### src/rtl/mem_port_arbiter.sv
// mem_port_arbiter: shares one single-port synchronous memory between the
// CPU control-unit port (C) and the debug/program-loader port (D).
//
// Ports:
//   clk, reset_n                 clock (rising edge), async active-low reset
//   cpu_req/we/addr/wdata        CPU request (level, held until cpu_ack)
//   cpu_ack, cpu_rdata           one-cycle completion pulse, registered read data
//   dbg_req/we/addr/wdata        debug request (level, held until dbg_ack)
//   dbg_ack, dbg_rdata           one-cycle completion pulse, registered read data
//   cpu_halted                   control unit is halted: debug port wins ties
//   mem_en/we/addr/wdata         memory strobe and payload, active in ACCESS only
//   mem_rdata                    memory read data, valid one cycle after mem_en
//   cpu_gnt, dbg_gnt             owner indication during ACCESS and RESP
//   busy                         arbiter is not idle
//   cpu_xfer_cnt, dbg_xfer_cnt   saturating transfer counters
//                                (present only with MEM_ARB_STATS_EN defined)
//
// Transaction: IDLE (arbitrate) -> ACCESS (strobe memory) -> RESP (ack,
// capture read data on exit) -> IDLE. Minimum 3 cycles per transaction.
// Ack, grant and memory outputs decode directly from the state register so
// that reset removes them asynchronously.

module mem_port_arbiter #(
    parameter int unsigned ADDR_W = 4,
    parameter int unsigned DATA_W = 8
) (
    input  logic              clk,
    input  logic              reset_n,
    input  logic              cpu_req,
    input  logic              cpu_we,
    input  logic [ADDR_W-1:0] cpu_addr,
    input  logic [DATA_W-1:0] cpu_wdata,
    output logic              cpu_ack,
    output logic [DATA_W-1:0] cpu_rdata,
    input  logic              dbg_req,
    input  logic              dbg_we,
    input  logic [ADDR_W-1:0] dbg_addr,
    input  logic [DATA_W-1:0] dbg_wdata,
    output logic              dbg_ack,
    output logic [DATA_W-1:0] dbg_rdata,
    input  logic              cpu_halted,
    output logic              mem_en,
    output logic              mem_we,
    output logic [ADDR_W-1:0] mem_addr,
    output logic [DATA_W-1:0] mem_wdata,
    input  logic [DATA_W-1:0] mem_rdata,
    output logic              cpu_gnt,
    output logic              dbg_gnt,
    output logic              busy
`ifdef MEM_ARB_STATS_EN
    ,
    output logic [7:0]        cpu_xfer_cnt,
    output logic [7:0]        dbg_xfer_cnt
`endif
);

    typedef enum logic [1:0] {
        ST_IDLE   = 2'b00,
        ST_ACCESS = 2'b01,
        ST_RESP   = 2'b10
    } state_e;

    typedef enum logic {
        PORT_C = 1'b0,
        PORT_D = 1'b1
    } port_e;

    state_e            state_q, state_d;
    port_e             sel_q, sel_d;
    port_e             last_gnt_q, last_gnt_d;
    logic              wr_q, wr_d;
    logic [DATA_W-1:0] cpu_rdata_q, cpu_rdata_d;
    logic [DATA_W-1:0] dbg_rdata_q, dbg_rdata_d;
`ifdef MEM_ARB_STATS_EN
    logic [7:0]        cpu_cnt_q, cpu_cnt_d;
    logic [7:0]        dbg_cnt_q, dbg_cnt_d;
`endif

    // State and data registers
    always_ff @(posedge clk or negedge reset_n) begin
        if (!reset_n) begin
            state_q     <= ST_IDLE;
            sel_q       <= PORT_C;
            last_gnt_q  <= PORT_D;
            wr_q        <= 1'b0;
            cpu_rdata_q <= '0;
            dbg_rdata_q <= '0;
`ifdef MEM_ARB_STATS_EN
            cpu_cnt_q   <= '0;
            dbg_cnt_q   <= '0;
`endif
        end else begin
            state_q     <= state_d;
            sel_q       <= sel_d;
            last_gnt_q  <= last_gnt_d;
            wr_q        <= wr_d;
            cpu_rdata_q <= cpu_rdata_d;
            dbg_rdata_q <= dbg_rdata_d;
`ifdef MEM_ARB_STATS_EN
            cpu_cnt_q   <= cpu_cnt_d;
            dbg_cnt_q   <= dbg_cnt_d;
`endif
        end
    end

    // Next-state, arbitration and output decode
    always_comb begin
        state_d     = state_q;
        sel_d       = sel_q;
        last_gnt_d  = last_gnt_q;
        wr_d        = wr_q;
        cpu_rdata_d = cpu_rdata_q;
        dbg_rdata_d = dbg_rdata_q;
`ifdef MEM_ARB_STATS_EN
        cpu_cnt_d   = cpu_cnt_q;
        dbg_cnt_d   = dbg_cnt_q;
`endif
        mem_en      = 1'b0;
        mem_we      = 1'b0;
        mem_addr    = '0;
        mem_wdata   = '0;
        cpu_ack     = 1'b0;
        dbg_ack     = 1'b0;
        cpu_gnt     = 1'b0;
        dbg_gnt     = 1'b0;

        case (state_q)
            ST_IDLE: begin
                if (cpu_req && dbg_req) begin
                    // Halted CPU yields to the loader; otherwise round robin.
                    if (cpu_halted) begin
                        sel_d = PORT_D;
                    end else begin
                        sel_d = (last_gnt_q == PORT_C) ? PORT_D : PORT_C;
                    end
                    state_d = ST_ACCESS;
                end else if (cpu_req) begin
                    sel_d   = PORT_C;
                    state_d = ST_ACCESS;
                end else if (dbg_req) begin
                    sel_d   = PORT_D;
                    state_d = ST_ACCESS;
                end
            end

            ST_ACCESS: begin
                mem_en = 1'b1;
                if (sel_q == PORT_D) begin
                    dbg_gnt   = 1'b1;
                    mem_we    = dbg_we;
                    mem_addr  = dbg_addr;
                    mem_wdata = dbg_wdata;
                end else begin
                    cpu_gnt   = 1'b1;
                    mem_we    = cpu_we;
                    mem_addr  = cpu_addr;
                    mem_wdata = cpu_wdata;
                end
                // Remember the direction the memory actually saw; the
                // requester may drop req (and change we) during RESP.
                wr_d    = mem_we;
                state_d = ST_RESP;
            end

            ST_RESP: begin
                if (sel_q == PORT_D) begin
                    dbg_gnt = 1'b1;
                    dbg_ack = 1'b1;
                    if (!wr_q) begin
                        dbg_rdata_d = mem_rdata;
                    end
`ifdef MEM_ARB_STATS_EN
                    if (dbg_cnt_q != 8'hFF) begin
                        dbg_cnt_d = dbg_cnt_q + 8'd1;
                    end
`endif
                end else begin
                    cpu_gnt = 1'b1;
                    cpu_ack = 1'b1;
                    if (!wr_q) begin
                        cpu_rdata_d = mem_rdata;
                    end
`ifdef MEM_ARB_STATS_EN
                    if (cpu_cnt_q != 8'hFF) begin
                        cpu_cnt_d = cpu_cnt_q + 8'd1;
                    end
`endif
                end
                last_gnt_d = sel_q;
                state_d    = ST_IDLE;
            end

            default: begin
                state_d = ST_IDLE;
            end
        endcase
    end

    assign cpu_rdata = cpu_rdata_q;
    assign dbg_rdata = dbg_rdata_q;
    assign busy      = (state_q != ST_IDLE);
`ifdef MEM_ARB_STATS_EN
    assign cpu_xfer_cnt = cpu_cnt_q;
    assign dbg_xfer_cnt = dbg_cnt_q;
`endif

endmodule
### config.mk
export PLATFORM = sky130hd
export DESIGN_NAME = mem_port_arbiter
export DESIGN_NICKNAME = d
export VERILOG_FILES = /design/src/rtl/mem_port_arbiter.sv
export SDC_FILE = /design/constraint.sdc
export NUM_CORES = 1
export LEC_CHECK = 0
export BUFFER_PORTS_ARGS = -buffer_cell sky130_fd_sc_hd__buf_4
export CAP_MARGIN = 20
export CORE_MARGIN = 3
export CORE_UTILIZATION = 41
export DETAILED_ROUTE_END_ITERATION = 6
export HOLD_SLACK_MARGIN = 0.12
export PLACE_DENSITY = 0.81
export SETUP_SLACK_MARGIN = 0.15
export SYNTH_ARGS = -nofsm -noshare
export SYNTH_HDL_FRONTEND = slang
export SYNTH_SLANG_ARGS = --single-unit
### constraint.sdc
create_clock -name clk -period 1.95 [get_ports clk]
set_input_delay 0.2925 -clock clk [delete_from_list [all_inputs] [get_ports clk]]
set_output_delay 0.2925 -clock clk [all_outputs]
set_load 0.005 [all_outputs]
==> reports/qor.txt, run 1 <==
Leftover overflow at the end of global routing: 0
WL per Instance: 14.74 µm
Sequential area share after synthesis: 0.4601
Prevailing post-synth register cell: dfrtp_1
Number of nets still failing antenna checks after routing: 0
Maximum vdd ir drop: 1086 µV
Number of slew-limit violations in the final report: 0
Unrepaired setup endpoints after global routing: false
Total of endpoints with negative setup slack in the final report: 0
Maximum frequency from static timing analysis: 0.5823 GHz
Type of the worst setup path: reg -> out
Via density per instance: 4.915
Clock transition at the register clock pins on the worst setup and hold paths after CTS: 0.12 ns
Antenna fix cells: 0
Detailed route wirelength on metal3: 262 µm
Minimum hold slack: 0.2193 ns
Site Rows: 18
Share of async-settable or async-resettable flops after synthesis: 1.000
Filler Cells Inserted: 188
Total of flip-flops plus latches after synthesis: 21
Global-route usage over all layers: 0.1666
Vias post-DR: 988
Arr. time, crit path: 1.42 ns
Total clock buffers created by CTS: 3
Overall die area: 3462 µm²
Total iterations of the first detailed-routing run: 4
TritonCTS Sinks: 21
Largest net degree at the start of global routing: 22
Highest metal layer with signal wires: met4
M1 WL: 1.094 mm
Result of the run: completed
Largest area contributor in the netlist: dfrtp_1
Syn Std Cell Area: 1145 µm²
Final HPWL DP: 2.268 mm
Transition time at the pin with the least slew margin: 0.2610 ns
Number of enable flip-flop cells after synthesis: 0
Final critical-path share of the clock period: 0.8806
Synth top area share: 0.4372
Worst r2r path cells: 5
Fraction of layout instances using a drive strength above 1: 0.6316
Post-synthesis net count: 134
# nets final: 216
Standard cell with the maximum stage delay on the critical path: dfrtp_2
Clock H-tree levels: 1
Initial Util: 0.4459
Leakage power: 0.9459 nW
Biggest cell delay along the critical path: 0.43 ns
Most frequent cells after synthesis: dfrtp_1 (20), mux2_2 (18), nor2b_1 (15)
Maximum fanout count along the critical path: 3
Die Y: 58.84 µm
Buffers from clock root to sink, at most: 2
Cell with the most instances after synthesis: dfrtp_1
Post-route clock skew: 0.008464 ns
Ordered cell list for the critical path: inv_1 > ha_1 > and2_1 > buf_4
Cells after synthesis: 90
Number of global-route vias before repair: 987
First-pass GRT wire length: 4.478 mm
Final Hold Fails: 0
Count of boundary I/O pins: 74
Amount of wire on met2 after detailed routing: 1.596 mm
Number of DRC markers after the initial detailed-route iteration: 23
Setup tns final: 0 ns
Clock latency on the worst-skew pair: 0.30 ns
PwrDens: 1355 nW/µm²
Root Driver: clkbuf_4
Routed wire length: 2.962 mm
Time the worst path needs with I/O delays and setup: 1.717 ns
Synth top area cells: dfrtp_1 (44%), mux2_2 (18%), mux2i_1 (11%)
Yosys Warn Count: 0
Number of antenna violations at the first check in global routing: 0
Kind of end point of the critical path: primary output
Die X-Extent: 58.84 µm
Average cell area after synthesis: 12.72 µm²
Synth-to-Final Area Change: 59.34%
Area of all placed cells without fillers: 1824 µm²
Clock tree from TritonCTS: done
Unique cell type count in the Yosys netlist: 20
Headroom to the max-slew limit: 0.8260
Placed cell areas: 1725 µm²
Crit path launch type: flop
Required time at the worst-slack endpoint: 1.66 ns
Count of buffers from port buffering: 73
Worst hold path class: in -> reg
Number of remaining DRC errors: 0
Hold Path Stages: 2
Global placement routability congestion: 0.7614
Core outline area: 2567 µm²
Total of max-cap violations: 0
-- where the power goes --
group          switching, mW  total (mW)  internal [mW]
registers              0.141       0.804          0.663
logic                  0.547        1.46          0.915
clock network          0.128       0.205         0.0765
total                  0.817        2.47           1.65
-- critical path: cells and delay by family (launching register included) --
| kind | cells | cell delay, ns |
|---|---|---|
| flip-flops | 1 | 0.43 |
| adder cells (fa/ha/maj) | 1 | 0.27 |
| AND/OR/NAND/NOR | 1 | 0.17 |
| buffers and inverters | 2 | 0.26 |
-- layer usage --
metal	vias to the layer above	global-route usage
met2	46	0.2997
met1	473	0.2033
met4	0	0.03883
met5	-	0
met3	2	0.03289
li1	467	-
-- placed cells by master (no fill, tap or decap) --
master / count
nor3b_1: 1
buf_6: 1
nor2_1: 2
dfrtp_2: 2
nand2_1: 1
nor3b_4: 1
mux2_2: 18
clkinv_2: 1
nand3b_4: 1
nor3_1: 1
inv_2: 1
mux2i_1: 13
a21oi_1: 1
a32o_1: 1
inv_1: 2
ha_4: 1
ha_1: 4
dfrtp_1: 18
dfstp_2: 1
buf_4: 77
and2_1: 2
nand3b_1: 1
nor2b_1: 15
dlygate4sd3_1: 1
clkbuf_4: 3
buf_12: 1
-- cell type report --
type	count	area, µm²	area share
timing repair buffer	80	619.3	0.3395
multi-input combinational	63	599.3	0.3285
sequential	21	529.3	0.2901
tap	30	37.54	0.02058
clock buffer	3	22.52	0.01235
inverter	3	11.26	0.006173
clock inverter	1	5.005	0.002743
-- cell families (layout without fill, tap and decap cells) --
logic type,Yosys count,count (layout),synth area share
muxes,31,31,0.2907
AOI/OAI and AO/OA,2,2,0.01311
buffers and inverters,6,87,0.02731
DFF,21,21,0.4601
adders and majority gates,5,5,0.05464
and+or+nand+nor,25,25,0.1541
-- sequential cells by signal (all words and copies together) (netlist names) --
signal / flops
last_gnt_q: 1
sel_q: 1
wr_q: 1
cpu_rdata: 8
state_q: 2
dbg_rdata: 8
-- repair_timing --
action                                  in CTS  in global routing
endpoints found under the setup margin      13                 20
buffers inserted                             0                  4
endpoints found under the hold margin       21                  0
hold buffers                                 1                  0
gates cloned                                 0                  0
gates resized for setup                      1                  5
-- final timing paths --
path / slack (ns) / end / from
worst min register to register: 0.53 / cpu_rdata[4] / cpu_rdata[4]
worst max register to register: 0.33 / cpu_rdata[1] / state_q[0]
worst min-delay path: 0.22 / cpu_rdata[2] / mem_rdata[2]
max in group asynchronous: 1.25 / last_gnt_q / reset_n
worst max-delay path: 0.23 / dbg_gnt / state_q[0]
min in group asynchronous: 0.42 / dbg_rdata[6] / reset_n
-- per-stage QoR --
stage          total power, mW    util  instances  setup WS, ns
6_report                 2.471  0.7105        201        0.2328
5_1_grt                  2.656  0.7105        201        0.1523
4_1_cts                  2.408  0.6876        197        0.1697
3_5_place_dp             2.192  0.6720        192        0.2447
3_3_place_gp             2.129  0.6720        192        0.3162
2_1_floorplan            1.496       -         90        0.4163
Power figures use the tool's default switching activity.
==> inputs of run 2 (changes only) <==
- BUFFER_PORTS_ARGS: -buffer_cell sky130_fd_sc_hd__buf_4 -> not set
- CORE_UTILIZATION: 41 -> 60
- DONT_BUFFER_PORTS: not set -> 1
- PLACE_DENSITY: 0.81 -> 0.79
==> run 2 against run 1 <==
Compared with the run above: die area fell by 29%; critical endpoint unchanged; worst hold slack worse by 0.086 ns; via count fell by 28%; wire length is 26% lower; cell area down 29%; clock-buffer cell count did not move; first-iteration DRC count decreased by 83%; largest power group is now registers; register-to-register slack hardly changed; critical path type unchanged.
==> reports/qor.txt, run 2 (synthesized netlist as in run 1, its figures left out) <==
Result of the run: completed
Number of antenna violations at the first check in global routing: 0
Placed cell areas: 1164 µm²
Count of buffers from port buffering: 0
Number of remaining DRC errors: 0
Time the worst path needs with I/O delays and setup: 1.652 ns
Total of max-cap violations: 0
Buffers from clock root to sink, at most: 2
Routed wire length: 2.185 mm
Maximum frequency from static timing analysis: 0.6052 GHz
Antenna fix cells: 0
Kind of end point of the critical path: primary output
Fraction of layout instances using a drive strength above 1: 0.3069
Largest net degree at the start of global routing: 22
Global placement routability congestion: 0.6184
Vias post-DR: 711
Overall die area: 2468 µm²
Unrepaired setup endpoints after global routing: false
Type of the worst setup path: reg -> out
Total clock buffers created by CTS: 3
Setup tns final: 0 ns
PwrDens: 1461 nW/µm²
Final HPWL DP: 1.691 mm
Clock tree from TritonCTS: done
Area of all placed cells without fillers: 1300 µm²
M1 WL: 741 µm
Headroom to the max-slew limit: 0.3939
Design Power: 1.900 mW
Root Driver: clkbuf_4
Crit path setup slack, layout: 0.2978 ns
Number of nets still failing antenna checks after routing: 0
Top library cells by usage in the layout, fill and taps aside: dfrtp_1 (19), mux2_2 (18), nor2b_1 (15)
First-pass GRT wire length: 3.519 mm
Total iterations of the first detailed-routing run: 2
Maximum fanout count along the critical path: 4
Crit path launch type: flop
Detailed route wirelength on metal3: 185 µm
Number of global-route vias before repair: 809
Core outline area: 1764 µm²
Site Rows: 15
Filler Cells Inserted: 135
Number of slew-limit violations in the final report: 0
TritonCTS Sinks: 21
Amount of wire on met2 after detailed routing: 1.240 mm
Required time at the worst-slack endpoint: 1.66 ns
Die X-Extent: 49.68 µm
Die Y: 49.68 µm
Clock transition at the register clock pins on the worst setup and hold paths after CTS: 0.12 ns
Global-route usage over all layers: 0.1842
Arr. time, crit path: 1.36 ns
Count of boundary I/O pins: 74
Synth-to-Final Area Change: 13.55%
Via density per instance: 5.643
Maximum vdd ir drop: 876.3 µV
Initial Util: 0.6489
Clock latency on the worst-skew pair: 0.30 ns
Final critical-path share of the clock period: 0.8473
Most common cell after layout, fill and taps aside: dfrtp_1
Transition time at the pin with the least slew margin: 0.9061 ns
Highest metal layer with signal wires: met4
Worst slack at placement: 0.2750 ns
Worst hold path class: in -> reg
Post-route clock skew: 0.0008873 ns
Leftover overflow at the end of global routing: 0
WL per Instance: 17.34 µm
Number of DRC markers after the initial detailed-route iteration: 4
Total of endpoints with negative setup slack in the final report: 0
# nets final: 146
Clock H-tree levels: 1
Leakage power: 0.5966 nW
Final Hold Fails: 0
run 2: changes by cell type in the layout (fill, tap and decap cells not counted):
| cell | delta |
|---|---|
| dlygate4sd3_1 | +5 |
| dfrtp_2 | -1 |
| dfrtp_1 | +1 |
| buf_4 | -74 |
| buf_6 | -1 |
| inv_2 | -1 |
| inv_1 | +1 |
run 2: where the power goes:
| part | leakage (nW) | switching (mW) | internal (mW) |
|---|---|---|---|
| clock network | 0.0177 | 0.131 | 0.0764 |
| logic | 0.330 | 0.369 | 0.475 |
| registers | 0.248 | 0.186 | 0.663 |
| total | 0.597 | 0.686 | 1.21 |
run 2: final timing paths:
kind	cells past startpoint	start	endpoint	slack, ns
worst min register to register	1	dbg_rdata[3]	dbg_rdata[3]	0.55
worst max register to register	5	state_q[0]	cpu_rdata[7]	0.32
worst max-delay path	3	state_q[0]	dbg_gnt	0.30
max in group asynchronous	1	reset_n	sel_q	0.79
worst min-delay path	1	mem_rdata[6]	dbg_rdata[6]	0.13
min in group asynchronous	1	reset_n	cpu_rdata[2]	0.56
run 2: final cells by class:
type / instances / area [µm²] / share of cell area
timing repair buffer: 10 / 102.6 / 0.07892
clock inverter: 1 / 5.005 / 0.003850
clock buffer: 3 / 22.52 / 0.01732
multi-input combinational: 63 / 599.3 / 0.4610
inverter: 3 / 11.26 / 0.008662
tap: 25 / 31.28 / 0.02406
sequential: 21 / 528.0 / 0.4062
run 2: metal layers:
layer,up-vias,global-route usage
li1,328,-
met1,350,0.1866
met2,31,0.3348
met4,0,0.06452
met5,-,0
met3,2,0.07553
run 2: through the flow:
stage | utilization | hold WS (ns) | std cells
floorplan | - | -0.003091 | 90
CTS | 0.6830 | 0.1253 | 118
global placement | 0.6596 | -0.002646 | 113
detailed placement | 0.6596 | -0.002634 | 113
global route | 0.7369 | 0.1219 | 126
finish | 0.7369 | 0.1332 | 126
run 2: worst max-delay path, cell delays in order (launching register included):
cell and delay, ns:
dfrtp_1 0.47, inv_1 0.11, ha_1 0.31, and2_1 0.17
run 2: timing repair:
action                     in CTS  in global routing
setup endpoints to repair      13                 20
hold buffers                    1                  5
hold endpoints to repair       21                  5
buffers inserted                0                  3
gates resized for setup         2                  1
==> inputs of run 3 (changes only) <==
- ABC_AREA: not set -> 1
- clock period: 1.95 -> 1.7 ns (I/O delays scaled with it)
==> run 3 against run 2 <==
Compared with the run above: non-clock buffer count up 9; synthesized cell count rose by 74%; global-route usage rose by 7.6 points; clock skew grew 0.0010 ns; largest power group is now combinational logic; wire length is 46% higher; first-iteration DRC count grew to 7.3 times the previous value; flip-flop and latch count did not move; via count grew 63%; final cell count is 57% higher.
==> reports/qor.txt, run 3 <==
Result of the run: completed
Arr. time, crit path: 1.31 ns
Number of nets still failing antenna checks after routing: 0
Fraction of layout instances using a drive strength above 1: 0.1618
Syn Std Cell Area: 1179 µm²
Via density per instance: 5.843
Unrepaired setup endpoints after global routing: true
Number of remaining DRC errors: 0
Worst path bufs/invs: 2
Number of DRC markers after the initial detailed-route iteration: 29
Post-synthesis net count: 201
PwrDens: 1834 nW/µm²
Register-to-register setup slack: 0.28 ns
Clock H-tree levels: 1
Initial Util: 0.6611
Launch instance of the worst min-delay path: dbg_req
Standard cell with the maximum stage delay on the critical path: dfrtp_1
Cells after synthesis: 157
Count of buffers from port buffering: 0
Prevailing post-synth register cell: dfrtp_1
Number of global-route vias before repair: 1,127
Maximum fanout count along the critical path: 7
TritonCTS Sinks: 21
Filler Cells Inserted: 127
Clock transition at the register clock pins on the worst setup and hold paths after CTS: 0.11 ns
# nets final: 218
Overall die area: 2532 µm²
Total of endpoints with negative setup slack in the final report: 0
Clock latency on the worst-skew pair: 0.30 ns
Largest net degree at the start of global routing: 22
Buffers from clock root to sink, at most: 2
Total of flip-flops plus latches after synthesis: 21
Vias post-DR: 1,157
Ordered cell list for the critical path: inv_2 > ha_4 > buf_6 > o21ai_0 > nor2_1
Core outline area: 1783 µm²
Synth top area share: 0.4246
Total clock buffers created by CTS: 3
Global placement routability congestion: 0.7518
Total of max-cap violations: 0
WL per Instance: 16.09 µm
Site Rows: 15
Share of async-settable or async-resettable flops after synthesis: 1.000
Sequential area share after synthesis: 0.4469
Maximum frequency from static timing analysis: 0.6371 GHz
Unique cell type count in the Yosys netlist: 19
FF-to-FF End: cpu_rdata[2]
Setup tns final: 0 ns
Maximum vdd ir drop: 1330 µV
Required time at the worst-slack endpoint: 1.44 ns
Transition time at the pin with the least slew margin: 0.9130 ns
Most frequent cells after synthesis: nand2_1 (46), nor2_1 (27), dfrtp_1 (20)
Number of antenna violations at the first check in global routing: 0
Final HPWL DP: 2.253 mm
Synth-to-Final Area Change: 19.53%
Die Y: 50.32 µm
Worst hold path class: in -> reg
Kind of end point of the critical path: primary output
Synth top area cells: dfrtp_1 (42%), nand2_1 (15%), nor2_1 (8.6%)
Critical R2R Launch: sel_q
Leftover overflow at the end of global routing: 0
Global-route usage over all layers: 0.2605
Yosys Warn Count: 0
Total iterations of the first detailed-routing run: 5
Routed wire length: 3.186 mm
Gate family responsible for the most delay along the worst path: flip-flops
Count of boundary I/O pins: 74
Antenna fix cells: 0
Number of enable flip-flop cells after synthesis: 0
First-pass GRT wire length: 4.988 mm
Average cell area after synthesis: 7.507 µm²
Post-route clock skew: 0.001893 ns
Crit path launch type: flop
Clock tree from TritonCTS: done
Final critical-path share of the clock period: 0.9233
Die X-Extent: 50.32 µm
Minimum hold slack: 0.1252 ns
Type of the worst setup path: reg -> out
Root Driver: clkbuf_4
Biggest cell delay along the critical path: 0.40 ns
Cell with the most instances after synthesis: nand2_1
Largest area contributor in the netlist: dfrtp_1
Top library cells by usage in the layout, fill and taps aside: nand2_1 (46), nor2_1 (26), dfrtp_1 (18)
Leakage power: 0.7340 nW
Number of slew-limit violations in the final report: 0
Hold Path Stages: 3
Final Hold Fails: 0
Time the worst path needs with I/O delays and setup: 1.570 ns
Headroom to the max-slew limit: 0.3893
Hold Crit Endpoint: sel_q
Most common cell after layout, fill and taps aside: nand2_1
Worst r2r path cells: 5
run 3: routing by layer:
layer / track usage / part of all wire / vias to the layer above
li1: - / - / 533
met3: 0.07715 / 0.095 / 6
met1: 0.2655 / 0.35 / 547
met5: 0 / 0 / -
met2: 0.4935 / 0.54 / 71
met4: 0.09417 / 0.013 / 0
run 3: how the worst max path moves through the flow:
stage / startpoint / to / slack, ns / cells after the start
3_3_place_gp: state_q[1] / mem_addr[2] / 0.26 / 4
3_5_place_dp: state_q[1] / mem_wdata[5] / 0.18 / 4
4_1_cts: state_q[0] / mem_wdata[5] / 0.12 / 4
2_1_floorplan: state_q[1] / mem_addr[0] / 0.30 / 5
6_report: state_q[1] / mem_wdata[0] / 0.13 / 5
5_1_grt: state_q[1] / mem_wdata[0] / 0.06 / 5
run 3: logic make-up (layout without fill, tap and decap cells):
group / after synthesis / after routing / share of synthesized area
AO/OA/AOI/OAI: 14 / 14 / 0.05944
adder cells (fa/ha/maj): 5 / 5 / 0.05308
buffers and inverters: 21 / 37 / 0.09022
flip-flops: 21 / 21 / 0.4469
AND/OR/NAND/NOR: 96 / 96 / 0.3503
run 3: final cells by class:
class | count | area, µm² | share of cell area
multi-input cells | 115 | 581.8 | 0.4130
flip-flops and latches | 21 | 529.3 | 0.3757
repair buffers | 19 | 187.7 | 0.1332
inverters | 14 | 52.55 | 0.03730
well taps | 25 | 31.28 | 0.02220
clock buffers | 4 | 26.28 | 0.01865
run 3: metrics by stage:
stage          area (µm²)  std cells  worst slack, ns  total power, mW    util
2_1_floorplan        1179        157           0.2975            1.820       -
3_3_place_gp         1186        179           0.2579            1.956  0.6653
6_report             1409        198           0.1305            2.584  0.7902
5_1_grt              1409        198          0.06498            2.787  0.7902
3_5_place_dp         1186        179           0.1790            2.043  0.6653
4_1_cts              1376        197           0.1244            2.480  0.7719
run 3: power breakdown:
group	switching [mW]	internal (mW)	total (mW)	leakage (nW)
logic	0.827	0.535	1.36	0.468
clock network	0.142	0.0915	0.233	0.0150
registers	0.226	0.763	0.989	0.251
run 3: timing repair:
item	in CTS	in global routing
gates resized for setup	12	7
hold endpoints to repair	38	0
pin swaps	3	5
hold buffers	10	0
buffers inserted	4	1
setup endpoints to repair	16	25
run 3: tightest hold or removal path: stages:
cell	delay, ns
o21ai_0	0.06
nand2_1	0.05
nand2_1	0.04
